File: src/rtl/sram4_pattern_sequencer_if.sv
// Record and playback valid/ready streams of the SRAM pattern sequencer.
// master = sequencer side, slave = pad-scan / consumer side.
// Pure wiring, no latency; backpressure is carried by rec_ready and play_ready.
interface sram4_pattern_sequencer_if;
    logic       rec_valid;
    logic [3:0] rec_data;
    logic       rec_ready;
    logic       play_valid;
    logic [3:0] play_data;
    logic       play_ready;

    modport master (
        input  rec_valid, rec_data, play_ready,
        output rec_ready, play_valid, play_data
    );

    modport slave (
        output rec_valid, rec_data, play_ready,
        input  rec_ready, play_valid, play_data
    );
endinterface

File: src/rtl/sram4_pattern_sequencer.sv
// Records up to 4 nibbles into a 4x4 SRAM and plays them back, optionally looped.
// Latency: record write 1 cycle after accept; playback read-to-read every TICK_DIV cycles.
// Backpressure: rec_ready low outside IDLE/when full; play_data held while play_ready is low.
module sram4_pattern_sequencer #(
    parameter int TICK_DIV = 4
) (
    input  logic                          CLK,
    input  logic                          RST,
    input  logic                          clear,
    input  logic                          play_start,
    input  logic                          play_stop,
    input  logic                          play_loop,
    sram4_pattern_sequencer_if.master     io,
    output logic [2:0]                    rec_count,
    output logic                          playing,
    output logic [1:0]                    mem_addr,
    output logic [3:0]                    mem_din,
    output logic                          mem_rw,
    input  logic [3:0]                    mem_dout
);

    localparam logic [2:0] S_IDLE      = 3'd0;
    localparam logic [2:0] S_REC_WR    = 3'd1;
    localparam logic [2:0] S_PLAY_RD   = 3'd2;
    localparam logic [2:0] S_PLAY_OUT  = 3'd3;
    localparam logic [2:0] S_PLAY_WAIT = 3'd4;

    // With TICK_DIV=2 the read-to-read gap is filled by PLAY_RD + PLAY_OUT alone.
    localparam logic [2:0] S_AFTER_OUT = (TICK_DIV == 2) ? S_PLAY_RD : S_PLAY_WAIT;
    localparam int         WCW         = (TICK_DIV > 3) ? $clog2(TICK_DIV - 2) : 1;
    localparam logic [WCW-1:0] WAIT_LAST = WCW'((TICK_DIV > 2) ? (TICK_DIV - 3) : 0);

    logic [2:0]     state;
    logic [1:0]     ptr;
    logic [WCW-1:0] wait_cnt;
    logic           start_ok;
    logic           rec_hs;
    logic           last_word;
    logic           in_play;
    logic [1:0]     nxt_ptr;

    assign start_ok     = play_start && (rec_count != 3'd0);
    assign io.rec_ready = (state == S_IDLE) && (rec_count < 3'd4) && !clear && !start_ok;
    assign rec_hs       = io.rec_valid && io.rec_ready;
    assign last_word    = ({1'b0, ptr} == (rec_count - 3'd1));
    assign nxt_ptr      = last_word ? 2'd0 : (ptr + 2'd1);
    assign in_play      = (state == S_PLAY_RD) || (state == S_PLAY_OUT) || (state == S_PLAY_WAIT);

    always_ff @(posedge CLK or negedge RST) begin
        if (!RST) begin
            state         <= S_IDLE;
            rec_count     <= 3'd0;
            ptr           <= 2'd0;
            wait_cnt      <= '0;
            mem_addr      <= 2'd0;
            mem_din       <= 4'd0;
            mem_rw        <= 1'b0;
            io.play_valid <= 1'b0;
            io.play_data  <= 4'd0;
            playing       <= 1'b0;
        end else if (in_play && play_stop) begin
            // Stop wins over a same-cycle handshake: no advance, no wrap.
            state         <= S_IDLE;
            io.play_valid <= 1'b0;
            ptr           <= 2'd0;
            playing       <= 1'b0;
        end else begin
            case (state)
                S_IDLE: begin
                    if (clear) begin
                        rec_count <= 3'd0;
                    end else if (start_ok) begin
                        ptr      <= 2'd0;
                        mem_addr <= 2'd0;
                        playing  <= 1'b1;
                        state    <= S_PLAY_RD;
                    end else if (rec_hs) begin
                        mem_addr <= rec_count[1:0];
                        mem_din  <= io.rec_data;
                        mem_rw   <= 1'b1;
                        state    <= S_REC_WR;
                    end
                end
                S_REC_WR: begin
                    mem_rw    <= 1'b0;
                    rec_count <= rec_count + 3'd1;
                    state     <= S_IDLE;
                end
                S_PLAY_RD: begin
                    io.play_data  <= mem_dout;
                    io.play_valid <= 1'b1;
                    state         <= S_PLAY_OUT;
                end
                S_PLAY_OUT: begin
                    if (io.play_ready) begin
                        io.play_valid <= 1'b0;
                        wait_cnt      <= '0;
                        if (last_word && !play_loop) begin
                            ptr     <= 2'd0;
                            playing <= 1'b0;
                            state   <= S_IDLE;
                        end else begin
                            ptr      <= nxt_ptr;
                            mem_addr <= nxt_ptr;
                            state    <= S_AFTER_OUT;
                        end
                    end
                end
                S_PLAY_WAIT: begin
                    if (wait_cnt == WAIT_LAST) begin
                        state <= S_PLAY_RD;
                    end else begin
                        wait_cnt <= wait_cnt + 1'b1;
                    end
                end
                default: begin
                    state   <= S_IDLE;
                    mem_rw  <= 1'b0;
                    playing <= 1'b0;
                end
            endcase
        end
    end

endmodule

File: src/flat_wrapper.sv
// flat-port wrapper written by rule: the top's interface ports become plain ports
module sram4_pattern_sequencer_flat 
#(
    parameter int TICK_DIV = 4
)
  (CLK, RST, clear, play_start, play_stop, play_loop, rec_count, playing, mem_addr, mem_din, mem_rw, mem_dout, io_rec_valid, io_rec_data, io_play_ready, io_rec_ready, io_play_valid, io_play_data);
  sram4_pattern_sequencer_if io_i ();
  input  logic CLK;
  input  logic RST;
  input  logic clear;
  input  logic play_start;
  input  logic play_stop;
  input  logic play_loop;
  output logic [2:0] rec_count;
  output logic playing;
  output logic [1:0] mem_addr;
  output logic [3:0] mem_din;
  output logic mem_rw;
  input  logic [3:0] mem_dout;
  input wire logic [$bits(io_i.rec_valid)-1:0] io_rec_valid;
  input wire logic [$bits(io_i.rec_data)-1:0] io_rec_data;
  input wire logic [$bits(io_i.play_ready)-1:0] io_play_ready;
  output wire logic [$bits(io_i.rec_ready)-1:0] io_rec_ready;
  output wire logic [$bits(io_i.play_valid)-1:0] io_play_valid;
  output wire logic [$bits(io_i.play_data)-1:0] io_play_data;
  assign io_i.rec_valid = io_rec_valid;
  assign io_i.rec_data = io_rec_data;
  assign io_i.play_ready = io_play_ready;
  assign io_rec_ready = io_i.rec_ready;
  assign io_play_valid = io_i.play_valid;
  assign io_play_data = io_i.play_data;
  sram4_pattern_sequencer #(.TICK_DIV(TICK_DIV)) u_core (.CLK(CLK), .RST(RST), .clear(clear), .play_start(play_start), .play_stop(play_stop), .play_loop(play_loop), .io(io_i), .rec_count(rec_count), .playing(playing), .mem_addr(mem_addr), .mem_din(mem_din), .mem_rw(mem_rw), .mem_dout(mem_dout));
endmodule
File: config.mk
export PLATFORM = sky130hd
export DESIGN_NAME = sram4_pattern_sequencer_flat
export DESIGN_NICKNAME = d
export VERILOG_FILES = /design/src/rtl/sram4_pattern_sequencer_if.sv /design/src/rtl/sram4_pattern_sequencer.sv /design/src/flat_wrapper.sv
export SDC_FILE = /design/constraint.sdc
export NUM_CORES = 1
export LEC_CHECK = 0
export CAP_MARGIN = 20
export CORE_UTILIZATION = 51
export CTS_CLUSTER_DIAMETER = 150
export DETAILED_ROUTE_END_ITERATION = 8
export PLACE_DENSITY_LB_ADDON = 0.05
export SLEW_MARGIN = 20
export SYNTH_ARGS = -nofsm -noshare
export SYNTH_HDL_FRONTEND = slang
export SYNTH_SLANG_ARGS = --single-unit
File: constraint.sdc
create_clock -name CLK -period 5.4 [get_ports CLK]
set_clock_uncertainty 0.1 [all_clocks]
set_input_delay 0.81 -clock CLK [delete_from_list [all_inputs] [get_ports CLK]]
set_output_delay 0.81 -clock CLK [all_outputs]
set_load 0.02 [all_outputs]
; ---- Yosys cells after proc, flatten, opt, wreduce, memory -nomap -nowiden
; Index checks and enable logic that the tools add are counted.
[op_classes]
addsub = 4
order_cmp = 1
eq_ne = 19
mux = 38
n_bitwise = 4
n_reduce_logical = 31
[ops]
columns = op, n
row1 = $mux 3, 8
row2 = $mux 2, 11
row3 = $reduce_and 5->1, 3
row4 = $pmux 3 s4, 1
row5 = $mux 1, 11
row6 = $ne 2x2->1 const B, 5
row7 = $ne 3x3->1 const B, 3
row8 = $reduce_bool 3->1, 3
row9 = $pmux 2 s2, 2
row10 = $reduce_and 4->1, 2
row11 = $logic_and 1x1->1, 7
row12 = $eq 3x2->1 const B, 2
row13 = $ne 3x2->1 const B, 2
row14 = $pmux 1 s2, 3
row15 = $pmux 3 s2, 1
row16 = $reduce_and 3->1, 2
row17 = $reduce_and 6->1, 1
row18 = $reduce_bool 2->1, 3
row19 = $reduce_or 3->1, 2
row20 = $ne 2x1->1 const B, 2
row21 = $ne 4x2->1 const B, 1
row22 = $not 1->1, 4
row23 = $reduce_and 2->1, 2
row24 = $add 3x1->3 const B, 1
row25 = other kinds (12), 15
[totals]
register_bits = 22
input_bits = 16
out_inout_bits = 17
elab_cells = 107

; ---- Logic depth before layout (Yosys ltp)
[logic_depth]
ltp_word = 10
ltp_mapped = 7
ltp_nobuf = 7

; ---- Worst setup path before layout
; Ideal clock, no wire load.
[synth_timing]
path_kind = flip-flop to output port
from = reg u_core.rec_count[0]
to = out io_rec_ready
arrival_time_ps = 1717
required_ps = 4490
setup_slack_ps = 2773
stages_incl_launch_ff = 7
path_buffers = 0
cell_sequence = dfrtp_1 inv_1 ha_1 inv_1 o21ai_1 nand2_1 nor3_1
[synth_via]
elab_chain_len = 4
elab_cells_between_ends = 7
classes_between = 1 x order compare / 6 x reduce/logical
[synth_lines]
columns = element, line_no
row1 = "start, declared", sram4_pattern_sequencer.sv:14  ; output logic [2:0] rec_count,
row2 = "start signal, assigned", sram4_pattern_sequencer.sv:86  ; rec_count <= rec_count + 3'd1;
row3 = $lt 3x3->1 or $reduce_bool 3->1 (tied branches), "sram4_pattern_sequencer.sv:43, sram4_pattern_sequencer.sv:42"
row4 = $logic_and 1x1->1 (on tied branches), "sram4_pattern_sequencer.sv:43, sram4_pattern_sequencer.sv:42"
row5 = $logic_and 1x1->1 or $logic_not 1->1 (tied branches), sram4_pattern_sequencer.sv:43  ; assign io.rec_ready = (state == S_IDLE) && (rec_count < 3'd4) && !clear && !start_ok;
row6 = $logic_and 1x1->1 (*), sram4_pattern_sequencer.sv:43
row7 = "end, declared", flat_wrapper.sv:23  ; output wire logic [$bits(io_i.rec_ready)-1:0] io_rec_ready;
; Every way passes the cells marked *; elsewhere a longest branch is shown, timed or not.

; ---- Worst setup path after layout
; Same ends and word-level chain as after synthesis.

==> metrics.cfg <==
[clocking]
clk_pin_slew_ps = 120
post_cts_resized = 0
clkLatencyLatePin_ps = 300
cts-root-buf = clkbuf_4
clockBufferDepth = 2
numCtsBuffers = 3
cts_tree = built
postCtsSetupBuffers = 0
cts_sinks = 22
cts_hold_buf = 0
htree_levels = 1

[die]
fp.coreArea_sq_mm = 0.00221
fp.dieW_um = 50.6
die_height_um = 50.6
dieArea_sq_mm = 0.00256
rows = 17
start_util_pct = 54.4
io_pins = 33

[timing]
tightest_slew_ps = 497
setup_viol = 0
period_share_pct = 64.1
tns_ps = 0
final_hold_viol_count = 0
holdWs_ps = 349
finalMaxSlewViolations = 0
worst_slack_ps = 1940
timing.final.crit_period_ps = 3460
slew_headroom_pct = 66.6
rsz0062_at_grt = false
max_freq_mhz = 289

[global_routing]
antenna_found_initial = 0
grt_pass1_wl_mm = 4.50
gr-usage-all-layers_pct = 23.6
use_met1_pct = 29.0
grt_pass1_vias = 1011
grt_overflow = 0
grt_max_degree = 23
top_usage_layer = met2
use_met2_pct = 40.9
grt_use_met3_pct = 5.15

[synthesis]
synth_nets = 135
ys.flop_type = dfrtp_1
yosysUniqueCellTypes = 37
synth-async-reset-ratio_pct = 100
synthTopCellsByArea = dfrtp_1, mux2_2, o21ai_0
yosysSeqAreaShare_pct = 45.8
ys_warn_count = 0
netlist_instances = 116
synth_edf_count = 0
ys_ff_latch = 22
syn_area_per_cell_sq_um = 10.4
synth_top_area_share_pct = 45.8
syn_area_sq_mm = 0.00120
synth_area_leader_cell = dfrtp_1

[routing]
first_pass_iters = 4
via_per_inst = 5.75
ant_nets = 0
drc = 0
routedWlPerCell_um = 14.4
num_vias = 1012
drt_iter0_drc = 29
wirelength_mm = 2.54

[worst_setup_path]
regToRegSetupSlack_ps = 3160
crit_path_start_kind = flip-flop
cp-end-kind = primary output
rr_worst_depth = 6
crit-reg2reg-launch = u_core.rec_count[0]
r2r-end = u_core.mem_addr[1]
startpoint = u_core.rec_count[0]
required_ps = 4490
cp.arrival_ps = 2550
cp_max_fo = 7
crit_path_end = io_rec_ready
crit_type = flip-flop to primary output

[outcome]
status = finished, final reports clean

[final_layout]
final_nets = 169
final_common_cell = clkdlybuf4s50_1
final_layout_size_suffix_gt1_share_pct = 11.5
fin_cells = 176
final_cell_mix = clkdlybuf4s50_1, dfrtp_1, nor2_1, o21ai_0, mux2_2
n_antenna_cell = 0
synthToLayoutAreaGrowth_pct = 28.7

[place]
gp_congestion = 0.862
io_buffer_count = 32
post-place-ws_ps = 1960
dpl.cell_count = 173
dp_hpwl_mm = 1.95

[power]
power.leakage_nw = 0.679
ir_worst_vdd_mv = 0.345
cellPowerDensity_mw_per_mm2 = 522

[job]
drv_cap = 0

[worst_hold_path]
hold_path.class = input pin to asynchronous set/reset pin

layout make-up:
cell class	count	area [sq um]
sequential	22	551
inverter	6	22.5
fill	183	664
multi-input combinational	85	602
timing repair buffer	32	315
tap	28	35.0
clock buffer	3	22.5
worst min-delay path by stage:
stage	from	end	slack, ps	depth (start not counted)
3_5_place_dp	u_core.playing	u_core.playing	390	1
2_1_floorplan	u_core.wait_cnt	u_core.state[2]	370	1
5_1_grt	RST	u_core.ptr[0]	380	1
3_3_place_gp	u_core.mem_addr[1]	u_core.mem_addr[1]	380	1
6_report	RST	u_core.ptr[0]	350	1
4_1_cts	u_core.playing	u_core.playing	420	1
layer usage:
layer  vias up  share of wire, %
li1        487                 -
met1       494                41
met2        27                53
met3         4               5.5
met4         0              0.75
met5         -                 0
critical path, stage by stage (launching register included):
cell and delay (ps):
dfrtp_1 480, inv_1 120, ha_1 160, inv_1 40, o21ai_1 400, nand2_1 220
nor3_1 210, clkdlybuf4s50_1 640
registers in the layout, summed over array words and instances (netlist names):
register / cells
u_core.playing: 1
u_core.mem_din: 4
u_core.state: 3
u_core.mem_addr: 2
u_core.rec_count: 3
u_core.mem_rw: 1
u_core.io.play_data: 4
u_core.wait_cnt: 1
u_core.ptr: 2
u_core.io.play_valid: 1
power breakdown:
| part | switching, mW | total, mW | internal, mW |
|---|---|---|---|
| Clock | 0.0476 | 0.0736 | 0.0260 |
| Combinational | 0.222 | 0.444 | 0.221 |
| Sequential | 0.0621 | 0.290 | 0.228 |
Yosys cell counts, types with 3 or more instances:
library cell	n
mux2_2	8
ha_1	3
nand2_1	7
a32o_1	3
o22ai_1	3
nor2b_1	4
inv_1	6
nor2_1	8
dfrtp_1	22
nand3_1	5
a21oi_1	5
o21ai_0	8
nand2b_1	4
per-stage QoR:
| stage | instance area [sq um] | utilization, % | total power [mW] |
|---|---|---|---|
| 6_report | 1550 | 70.0 | 0.807 |
| 5_1_grt | 1550 | 70.0 | 0.865 |
| 4_1_cts | 1550 | 70.2 | 0.813 |
| 3_5_place_dp | 1530 | 69.2 | 0.739 |
| 3_3_place_gp | 1530 | 69.2 | 0.723 |
| 2_1_floorplan | 1200 | - | 0.568 |
kinds of logic (layout without fill, tap and decap cells):
family | Yosys count | after routing | share of synthesized area [%]
AOI/OAI and AO/OA | 31 | 31 | 18.0
xor gates and xnor gates | 3 | 3 | 2.19
adders and majority gates | 3 | 3 | 3.12
buffers and inverters | 9 | 41 | 4.16
DFF | 22 | 22 | 45.8
muxes | 10 | 10 | 9.37
and+or+nand+nor | 38 | 38 | 17.4
(Power assumes the default switching activity.)
